## src/rtl/cal_requant_acc_int4_pkg.sv

```systemverilog
// Shared widths and helpers for the int4 requantizing accumulator slice.
package cal_requant_acc_int4_pkg;

    localparam int INT4_W    = 4;
    localparam int INT12_W   = 12;
    localparam int INT15_W   = 15;
    localparam int DEF_ACC_W = 18;
    localparam int DEF_SHIFT = 4;

    function automatic int clog2(input int n);
        int r;
        int v;
        r = 0;
        v = n - 1;
        while (v > 0) begin
            r = r + 1;
            v = v >> 1;
        end
        return r;
    endfunction

endpackage

```

## src/rtl/requant_round_sat_int4.sv

```systemverilog
// Combinational requantizer: round-half-up arithmetic shift, optional ReLU,
// saturation to a signed OUT_W result with a clamp flag.
module requant_round_sat_int4
    import cal_requant_acc_int4_pkg::*;
#(
    parameter int ACC_W   = DEF_ACC_W,
    parameter int OUT_W   = INT4_W,
    parameter int SHIFT   = DEF_SHIFT,
    parameter int RELU_EN = 1
) (
    input  logic signed [ACC_W-1:0] sum,
    output logic signed [OUT_W-1:0] res,
    output logic                    sat
);

    // One guard bit keeps the rounding add from wrapping at the positive extreme.
    localparam logic signed [ACC_W:0] HALF  = (ACC_W+1)'(1) << (SHIFT - 1);
    localparam logic signed [ACC_W:0] MAX_V = (ACC_W+1)'((1 << (OUT_W - 1)) - 1);
    localparam logic signed [ACC_W:0] MIN_V = -MAX_V - (ACC_W+1)'(1);

    logic signed [ACC_W:0] ext;
    logic signed [ACC_W:0] rnd;
    logic signed [ACC_W:0] shr;
    logic signed [ACC_W:0] clip;

    assign ext = (ACC_W+1)'(sum);
    assign rnd = ext + HALF;
    assign shr = rnd >>> SHIFT;

    // ReLU clamping is intentional and does not count as saturation.
    always_comb begin
        sat  = 1'b0;
        clip = shr;
        if ((RELU_EN != 0) && (shr < 0)) begin
            clip = '0;
        end else if (shr > MAX_V) begin
            clip = MAX_V;
            sat  = 1'b1;
        end else if (shr < MIN_V) begin
            clip = MIN_V;
            sat  = 1'b1;
        end
        res = OUT_W'(clip);
    end

endmodule

```

## src/rtl/cal_requant_acc_int4.sv

```systemverilog
// Accumulates NUM_CH int15 partial sums per output pixel and requantizes the
// group sum to int4 two cycles after the group's last input.
module cal_requant_acc_int4
    import cal_requant_acc_int4_pkg::*;
#(
    parameter int IN_W    = INT15_W,
    parameter int ACC_W   = DEF_ACC_W,
    parameter int OUT_W   = INT4_W,
    parameter int NUM_CH  = 4,
    parameter int SHIFT   = DEF_SHIFT,
    parameter int RELU_EN = 1,
    localparam int CNT_W  = (NUM_CH > 1) ? clog2(NUM_CH) : 1
) (
    input  logic                    clk,
    input  logic                    rst_n,
    input  logic                    din_valid,
    input  logic signed [IN_W-1:0]  din,
    output logic                    dout_valid,
    output logic signed [OUT_W-1:0] dout,
    output logic                    dout_sat,
    output logic [CNT_W-1:0]        ch_cnt
);

    localparam logic [CNT_W-1:0] LAST_CH = CNT_W'(NUM_CH - 1);

    logic signed [ACC_W-1:0] sx;
    logic signed [ACC_W-1:0] acc;
    logic signed [ACC_W-1:0] acc_next;
    logic signed [ACC_W-1:0] sum_r;
    logic                    s2_valid;
    logic signed [OUT_W-1:0] q_res;
    logic                    q_sat;

    // The first channel of a group restarts the sum, so no clear cycle is needed.
    assign sx       = ACC_W'(din);
    assign acc_next = (ch_cnt == '0) ? sx : acc + sx;

    always_ff @(posedge clk or negedge rst_n) begin
        if (!rst_n) begin
            acc      <= '0;
            ch_cnt   <= '0;
            sum_r    <= '0;
            s2_valid <= 1'b0;
        end else begin
            s2_valid <= 1'b0;
            if (din_valid) begin
                acc <= acc_next;
                if (ch_cnt == LAST_CH) begin
                    sum_r    <= acc_next;
                    s2_valid <= 1'b1;
                    ch_cnt   <= '0;
                end else begin
                    ch_cnt <= ch_cnt + CNT_W'(1);
                end
            end
        end
    end

    requant_round_sat_int4 #(
        .ACC_W  (ACC_W),
        .OUT_W  (OUT_W),
        .SHIFT  (SHIFT),
        .RELU_EN(RELU_EN)
    ) u_requant (
        .sum(sum_r),
        .res(q_res),
        .sat(q_sat)
    );

    // dout keeps the last result between pulses; the strobes are single-cycle.
    always_ff @(posedge clk or negedge rst_n) begin
        if (!rst_n) begin
            dout       <= '0;
            dout_valid <= 1'b0;
            dout_sat   <= 1'b0;
        end else begin
            dout_valid <= s2_valid;
            dout_sat   <= s2_valid & q_sat;
            if (s2_valid) begin
                dout <= q_res;
            end
        end
    end

endmodule
```

## config.mk

```make
export PLATFORM = sky130hd
export DESIGN_NAME = cal_requant_acc_int4
export DESIGN_NICKNAME = d
export VERILOG_FILES = /design/src/rtl/cal_requant_acc_int4_pkg.sv /design/src/rtl/requant_round_sat_int4.sv /design/src/rtl/cal_requant_acc_int4.sv
export SDC_FILE = /design/constraint.sdc
export NUM_CORES = 1
export LEC_CHECK = 0
export ABC_AREA = 0
export CAP_MARGIN = 40
export CORE_MARGIN = 3
export CORE_UTILIZATION = 60
export CTS_BUF_LIST = sky130_fd_sc_hd__clkbuf_8
export DETAILED_ROUTE_END_ITERATION = 7
export GPL_ROUTABILITY_DRIVEN = 0
export PLACE_DENSITY = 0.84
export SLEW_MARGIN = 20
export SYNTH_ARGS = -nofsm -noshare
export SYNTH_HDL_FRONTEND = slang
export SYNTH_SLANG_ARGS = --single-unit
export TNS_END_PERCENT = 5
```

## constraint.sdc

```tcl
create_clock -name clk -period 3 [get_ports clk]
set_input_delay 0.75 -clock clk [delete_from_list [all_inputs] [get_ports clk]]
set_output_delay 0.75 -clock clk [all_outputs]
set_load 0.02 [all_outputs]
```

== After elaboration in Yosys (flattened, before gate mapping) ==
Index checks and enable logic that the tools add are counted.

* Add/sub/neg operators: 3
* Multipliers: 0
* Divide/modulo/power cells: 0
* $lt $le $gt $ge: 3
* Equality and inequality tests: 1
* Shifts and indexed selects: 0
* Muxes and demuxes: 10
* Bitwise operators: 1
* Reductions and logical operators: 2

{| class="wikitable"
|+ Operators with widths
! operator !! count
|-
| 18-bit by 5-bit adder with 19-bit output (second input constant) || 1
|-
| 18-bit by 15-bit adder with 18-bit output || 1
|-
| 18-bit 2-to-1 mux || 1
|-
| 15-bit by 4-bit greater-than comparator with 1-bit output (second input constant) || 1
|-
| 15-bit by 1-bit less-than comparator with 1-bit output (second input constant) || 1
|-
| 15-bit by 4-bit less-than comparator with 1-bit output (second input constant) || 1
|-
| 4-bit 2-to-1 mux || 3
|-
| 1-bit 2-to-1 mux || 5
|-
| 2-bit by 1-bit adder with 2-bit output (second input constant) || 1
|-
| 2-bit == test (second input constant) || 1
|-
| 2-bit zero test || 1
|-
| 2-bit 2-to-1 mux || 1
|-
| 2-bit AND reduction || 1
|-
| 1-bit AND || 1
|}

* Flip-flop bits (word level): 45
* Bits in latches: 0
* RAM bits: 0
* ROM bits: 0
* Output and inout port bits: 8
* Logic and storage cells: 27
* Memories: 0

== Logic depth before layout (Yosys ltp) ==
* Word-level depth: 6
* Depth in mapped cells: 10
* Depth with buffers taken out: 10

== Cells and area by module ==
From an unflattened synthesis, not the netlist that was laid out.

* Cell total of the unflattened synthesis: 359
* Area, all modules: 3,146.8 um^2

{| class="wikitable"
|+ Modules (own cells, without submodules)
! module !! times used !! cells each !! area each (um^2) !! sequential area each (um^2)
|-
| cal_requant_acc_int4 || 1 || 303 || 2,748.9 || 1,126.1
|-
| requant_round_sat_int4 || 1 || 56 || 397.9 || 0.0
|}

== Worst setup path before layout ==
Ideal clock, no wire load.

* Kind: input-to-reg
* Start: input din[4]
* End: register acc[17]
* Data arrival time: 2.348 ns
* Data required time: 2.874 ns
* Path slack: 0.526 ns
* Stages: 8
* Path buffers: 0
* Cells stage by stage: ha_1 -> o211ai_1 -> o211ai_1 -> a21oi_2 -> a211oi_2 -> nor2_1 -> mux2i_1 -> a311o_1

* Longest elaborated chain between the ends: 2

{| class="wikitable"
|+ Ends and longest elaborated chain
! what !! RTL line !! RTL
|-
| from (decl) || cal_requant_acc_int4.sv:17 || <nowiki>input logic signed [IN_W-1:0] din,</nowiki>
|-
| 18-bit by 15-bit adder with 18-bit output || cal_requant_acc_int4.sv:36 || <nowiki>assign acc_next = (ch_cnt == '0) ? sx : acc + sx;</nowiki>
|-
| 18-bit 2-to-1 mux || cal_requant_acc_int4.sv:36 ||
|-
| to (signal assigned) || cal_requant_acc_int4.sv:47 || <nowiki>acc <= acc_next;</nowiki>
|-
| to (decl) || cal_requant_acc_int4.sv:27 || <nowiki>logic signed [ACC_W-1:0] acc;</nowiki>
|}

Every way passes these cells.
A chain may end at the register's enable or synchronous reset.

== Worst setup path in the final report ==
Ends and elaborated chain as after synthesis.

==> results.tsv <==
stage	metric	value	unit
outcome	status	finished clean	
timing	tightest_slew	0.489	ns
synthesis	syn-num-nets	351	
synthesis	synth_top_area_cell	dfrtp_1	
power_and_ir_drop	power_frac_clock	13.0	%
final_layout	instances_no_fill	405	
power_and_ir_drop	combPwrFrac	56.9	%
drt	totalWireLength	6.04	mm
drt	drtAntennaViolNets	0	
synthesis	ys_warn_count	0	
flow_run	cap_violations	0	
die	io_pins	26	
cts	cts_hold_buffers	0	
power_and_ir_drop	power_density	1050	nW/µm²
worst_setup_path	path_buf_inv	1	
power_and_ir_drop	internal_power	1.94	mW
power_and_ir_drop	swShare	43.8	%
timing	max_freq	0.356	GHz
synthesis	ys_seq_area_share	38.1	%
grt	antenna_found_initial	0	
drt	wl_per_cell	14.9	µm
timing	finClkSkew	0.00831	ns
timing	hold_violations	0	
drt	met1_length	2.82	mm
synthesis	synth_area_leaders	dfrtp_1 38%, ha_1 9.1%, a21oi_1 5.6%, o21ai_0 4.7%, nand2_1 4.5%	
die	initial_core_util	62.9	%
final_layout	drive_above_1_share	10.8	%
cts	htreeDepth	2	
synthesis	synth_seq_cells	42	
grt	grt-ovfl-total	0	
cts	path_clk_slew	0.08	ns
die	die_w	73.8	µm
place	port_buffers	25	
synthesis	synth.distinct_cells	44	
power_and_ir_drop	switchingPower	1.51	mW
cts	insertion_delay	0.30	ns
cts	cts.root.buffer_cell	clkbuf_8	
place	pre_cts_ws	-0.121	ns
worst_setup_path	critPathSlowestCell	clkdlybuf4s50_1	
worst_setup_path	crit_path_end_kind	flip-flop	
worst_setup_path	critPathMaxFanout	4	
grt	grt_first_pass_wirelength	10.3	mm
worst_setup_path	critPathTopFamily	compound AO/OA/AOI/OAI gates	
worst_setup_path	critical_path_arrival	3.00	ns
place	placed_cells	397	
die	core	4380	µm²
worst_setup_path	r2r-start	acc[4]$_DFFE_PN0P_	
power_and_ir_drop	p_leak	1.55	nW
timing	whs	0.356	ns
cts	post-cts-setup-buffer-count	0	
worst_setup_path	worstPathRequired	3.19	ns
cts	cts-resized-gates	0	
power_and_ir_drop	worst_ir_drop_vdd	0.661	mV
die	die_height	73.8	µm
timing	tns	0	ns
drt	first_pass_iters	4	
drt	wl_met3	326	µm
cts	cts_tree	yes	
cts	cts_made_buffers	5	
timing	fin_crit_sh	93.6	%
drt	remaining_drc_errors	0	
final_layout	layout.nets	391	
worst_setup_path	reg2regPathDepth	8	
drt	top_layer	met4	
grt	first_global_vias	2268	
drt	vias	2424	
drt	dr.first_iter.drc_count	123	
timing	slew_headroom	67.4	%
timing	rsz0062_at_grt	false	
synthesis	syn_inst	312	
worst_setup_path	critPathLaunch	din[4]	
final_layout	n_antenna_cell	0	
synthesis	syn-cell-area	2760	µm²
power_and_ir_drop	p_seq_share	30.1	%
worst_setup_path	critical_path_class	input port to flip-flop	
drt	via_per_inst	5.99	
die	die_area	5450	µm²
worst_setup_path	slowest_delay	0.42	ns
worst_setup_path	cp.depth	9	
grt	track_usage	24.5	%
hold_path	min_path_type	input port to async pin	
worst_setup_path	startpoint_type	input port	
timing	finalCriticalPeriod	2.81	ns
synthesis	yosys.area.top_type_share	38.1	%
timing	finalMaxSlewViolations	0	
final_layout	syn_to_final_growth	19.2	%
cts	clock-sinks	42	
final_layout	fin_util	75.0	%
worst_setup_path	crit_top_cell	o211ai_1	
drt	met2_length	2.81	mm
place	place_hpwl	4.66	mm
cts	clockBufferDepth	2	
die	num_rows	24	
timing	setup_viol	0	
worst_setup_path	crit_path_cell_trace	clkdlybuf4s50_1 > ha_1 > o211ai_1 > o211ai_1 > a21oi_2 > a211oi_2 > nor2_1 > mux2i_1 > a311o_1	
timing	setup_slack	0.193	ns
synthesis	syn_area_per_cell	8.84	µm²
grt	grt_max_degree	29	
## state kept, by name, summed over array words and instances (netlist names)
register and cells:
acc 18, ch_cnt 2, dout 4, dout_sat 1
dout_valid 1, s2_valid 1, sum_r 15
## power groups by stage
stage	Combinational, mW	Sequential [mW]	Clock [mW]
2_1_floorplan	1.36	1.04	0
3_3_place_gp	1.87	1.04	0
3_5_place_dp	1.94	1.05	0
4_1_cts	1.96	1.04	0.453
5_1_grt	2.21	1.07	0.472
6_report	1.97	1.04	0.448
## synthesized netlist by cell type (all sizes together)
cell	n
dfrtp	42
a21oi	33
nand2	33
o21ai	29
nor2	27
ha	20
inv	16
a21o	10
nand3	10
xor2	10
a31oi	7
and3	7
xnor2	7
clkbuf	6
mux2i	6
nor3	6
a211oi	5
o211ai	5
buf	4
nor2b	4
nand2b	3
o221ai	3
o22ai	3
a41o	2
nor3b	2
o31ai	2
a21boi	1
a22o	1
a311o	1
a41oi	1
fa	1
mux2	1
nand4	1
nor4	1
o21bai	1
o22a	1
## routing by layer
| layer | GRT usage (%) | vias up |
|---|---|---|
| met5 | 0 | - |
| met4 | 7.04 | 0 |
| met3 | 5.47 | 8 |
| met2 | 38.2 | 62 |
| met1 | 34.0 | 1150 |
| li1 | - | 1204 |
## cell families (layout without fill, tap and decap cells)
kind of cell	Yosys count	after routing	synth area share (%)
AO/OA/AOI/OAI	105	105	24.1
AND/OR/NAND/NOR	94	94	16.3
flip-flops	42	42	38.1
buffers and inverters	26	67	3.54
adder cells (fa/ha/maj)	21	21	9.80
XOR/XNOR	17	17	5.40
multiplexers	7	7	2.72
## final cells by class
cell class	instances	area [µm²]
sequential	42	1050
tap	52	65.1
multi-input combinational	244	1610
fill	326	1100
clock buffer	5	68.8
inverter	16	60.1
timing repair buffer	43	393
clock inverter	3	40.0
## metrics by stage
stage	area, µm²	total power [mW]
after floorplan	2760	2.40
after global placement	3160	2.91
after detailed placement	3180	2.98
after CTS	3290	3.45
after global routing	3290	3.75
final	3290	3.45
## path summary, 6_finish.rpt
kind / to / slack [ns]
worst max-delay path: acc[17]$_DFFE_PN0P_ / 0.19
worst min-delay path: acc[17]$_DFFE_PN0P_ / 0.36
worst max register to register: acc[17]$_DFFE_PN0P_ / 0.66
worst min register to register: dout_valid$_DFF_PN0_ / 0.50
max in group asynchronous: dout_valid$_DFF_PN0_ / 2.18
min in group clk: dout_valid$_DFF_PN0_ / 0.50
## cell usage in the layout (no fill, tap or decap), drive strengths merged, types with 3 or more instances in the layout
cell           count
dfrtp             42
nand2             33
a21oi             33
o21ai             29
nor2              27
clkdlybuf4s50     24
ha                20
buf               19
inv               16
a21o              10
xor2              10
nand3             10
xnor2              7
a31oi              7
and3               7
mux2i              6
nor3               6
o211ai             5
clkbuf             5
a211oi             5
nor2b              4
nand2b             3
o221ai             3
o22ai              3
Power figures use the tool's default switching activity.
==> RTL edit, RTL diff (same flow settings) <==
The output `dout_valid` loses its register stage (`dout_valid` becomes a continuous assignment).
--- a/src/rtl/cal_requant_acc_int4.sv
+++ b/src/rtl/cal_requant_acc_int4.sv
@@ -71,10 +71,8 @@
     always_ff @(posedge clk or negedge rst_n) begin
         if (!rst_n) begin
             dout       <= '0;
-            dout_valid <= 1'b0;
             dout_sat   <= 1'b0;
         end else begin
-            dout_valid <= s2_valid;
             dout_sat   <= s2_valid & q_sat;
             if (s2_valid) begin
                 dout <= q_res;
@@ -82,4 +80,6 @@
         end
     end
 
+    assign dout_valid = s2_valid;
+
 endmodule
Check against the original RTL: not equivalent (Yosys sat finds a counterexample within 10 cycles, from zero or initial values and one cycle with rst_n low).
==> RTL edit against the original RTL <==
Area after synthesis fell by 0.91%; setup slack got worse by 0.018 ns; count of clock-buffer cells in the layout unchanged; final area barely moved; power increased by 1.9%; wire length is 1.1% higher; synthesized cell count is 0.32% lower; global-route usage rose by 0.49 points; via count fell by 1.2%; register-to-register slack improved by 0.05 ns; sequential cell count decreased by 1.
==> RTL edit: results (changes against the original RTL) <==
* Status: finished clean
* Mean number of vias per cell: 5.99 (about the same)
* Final Power: 3520 uW (+1.9%)
* Multiplexer share of the synthesized area: 2.75% (+0.025 points)
- Post-detail-place hpwl: 4620 um (-0.95%)
- Adder-Cell Fraction of Synth Area: 9.89% (+0.090 points)
* Setup Skew: 0.00793 ns (-0.000385 ns)
- Global-route wire length before repair: 10500 um (+1.7%)
- Placed cell area: 3140 sq um (-1.1%)
* Filler cell count in the final layout: 296 (-9.2%)
- Compound-Gate Fraction of Synth Area: 24.3% (+0.22 points)
- Worst vdd ir: 0.657 mV (-0.60%)
- DP Worst Slack: -0.156 ns (-0.0358 ns)
- The share of cells above drive strength 1 came to 10.9% (+0.092 points).
- The longest individual stage delay on the worst path came to 0.48 ns (+0.06 ns).
- Insertion delay to the later sink of the worst-skew pair: 0.30 ns (about the same)
* Post-DR wirelength/cell: 15.3 um (+2.4%)
- Iteration-0 DRC Markers: 122 (-0.81%)
- The sequential share of the synthesized area is 37.5% (-0.57 points).
- Power Dens Cells: 1070 nW/um^2 (+1.8%)
- The arrival time reported for the critical path endpoint came to 2.99 ns (about the same).
- In the synthesized netlist, the cells that appear most often are sky130_fd_sc_hd__dfrtp_1 (41), sky130_fd_sc_hd__nand2_1 (33), sky130_fd_sc_hd__a21oi_1 (31).
- Largest net degree at the start of global routing: 41 (+41%)
- The total wirelength of the detailed-routed design was 6100 um (+1.1%).
- The number of antenna violations at the first check in global routing was 0 (unchanged).
* Critical path destination: acc[16]$_DFFE_PN0P_
- The final layout net count is 388 (-0.77%).
* Post-route clock period utilization: 94.2% (+0.60 points)
- Reg-to-reg slack, setup: 0.71 ns (+0.05 ns)
- The net count after synthesis is 350 (-0.28%).
- Launching element of the worst setup path: din[0]
- The leakage power figure came to 0.00154 uW (-0.48%).
- The relative max-transition margin is 68.6% (+1.2 points).
- Sequential share of power: 29.4% (-0.7 points)
* Power of the clock network: 543 uW (+21%)
* Parity-gate share of the synthesized area counting xor and xnor cells: 5.45% (+0.049 points)
- The overall track demand over capacity in global routing is 24.9% (+0.49 points).
- Post-Syn Area per Cell: 8.79 sq um (-0.59%)
- Most area-consuming cells after synthesis: sky130_fd_sc_hd__dfrtp_1 (38%), sky130_fd_sc_hd__ha_1 (9.2%), sky130_fd_sc_hd__a21oi_1 (5.7%)
-- RTL edit: final cells by class --
type,instances,share of cell area (%)
multi-input combinational,244,49.2
sequential,41,31.2
timing repair buffer,41,11.7
clock buffer,5,2.09
clock inverter,3,2.09
tap,50,1.90
inverter,16,1.83
-- RTL edit: layer usage --
metal	global-route usage, %	up-vias	wire [um]
met5	0	-	0
met4	8.65	0	125
met3	4.92	12	310
met2	39.9	63	2870
met1	33.7	1121	2800
li1	-	1198	-
-- RTL edit: worst reg2reg max path, cell delays in order (launching register included) --
cell                       delay [ns]
sky130_fd_sc_hd__dfrtp_1         0.40
sky130_fd_sc_hd__ha_1            0.33
sky130_fd_sc_hd__o211ai_1        0.14
sky130_fd_sc_hd__o211ai_1        0.27
sky130_fd_sc_hd__a21oi_2         0.12
sky130_fd_sc_hd__a211oi_2        0.34
sky130_fd_sc_hd__nor2_1          0.11
sky130_fd_sc_hd__mux2i_1         0.13
sky130_fd_sc_hd__a311o_1         0.32
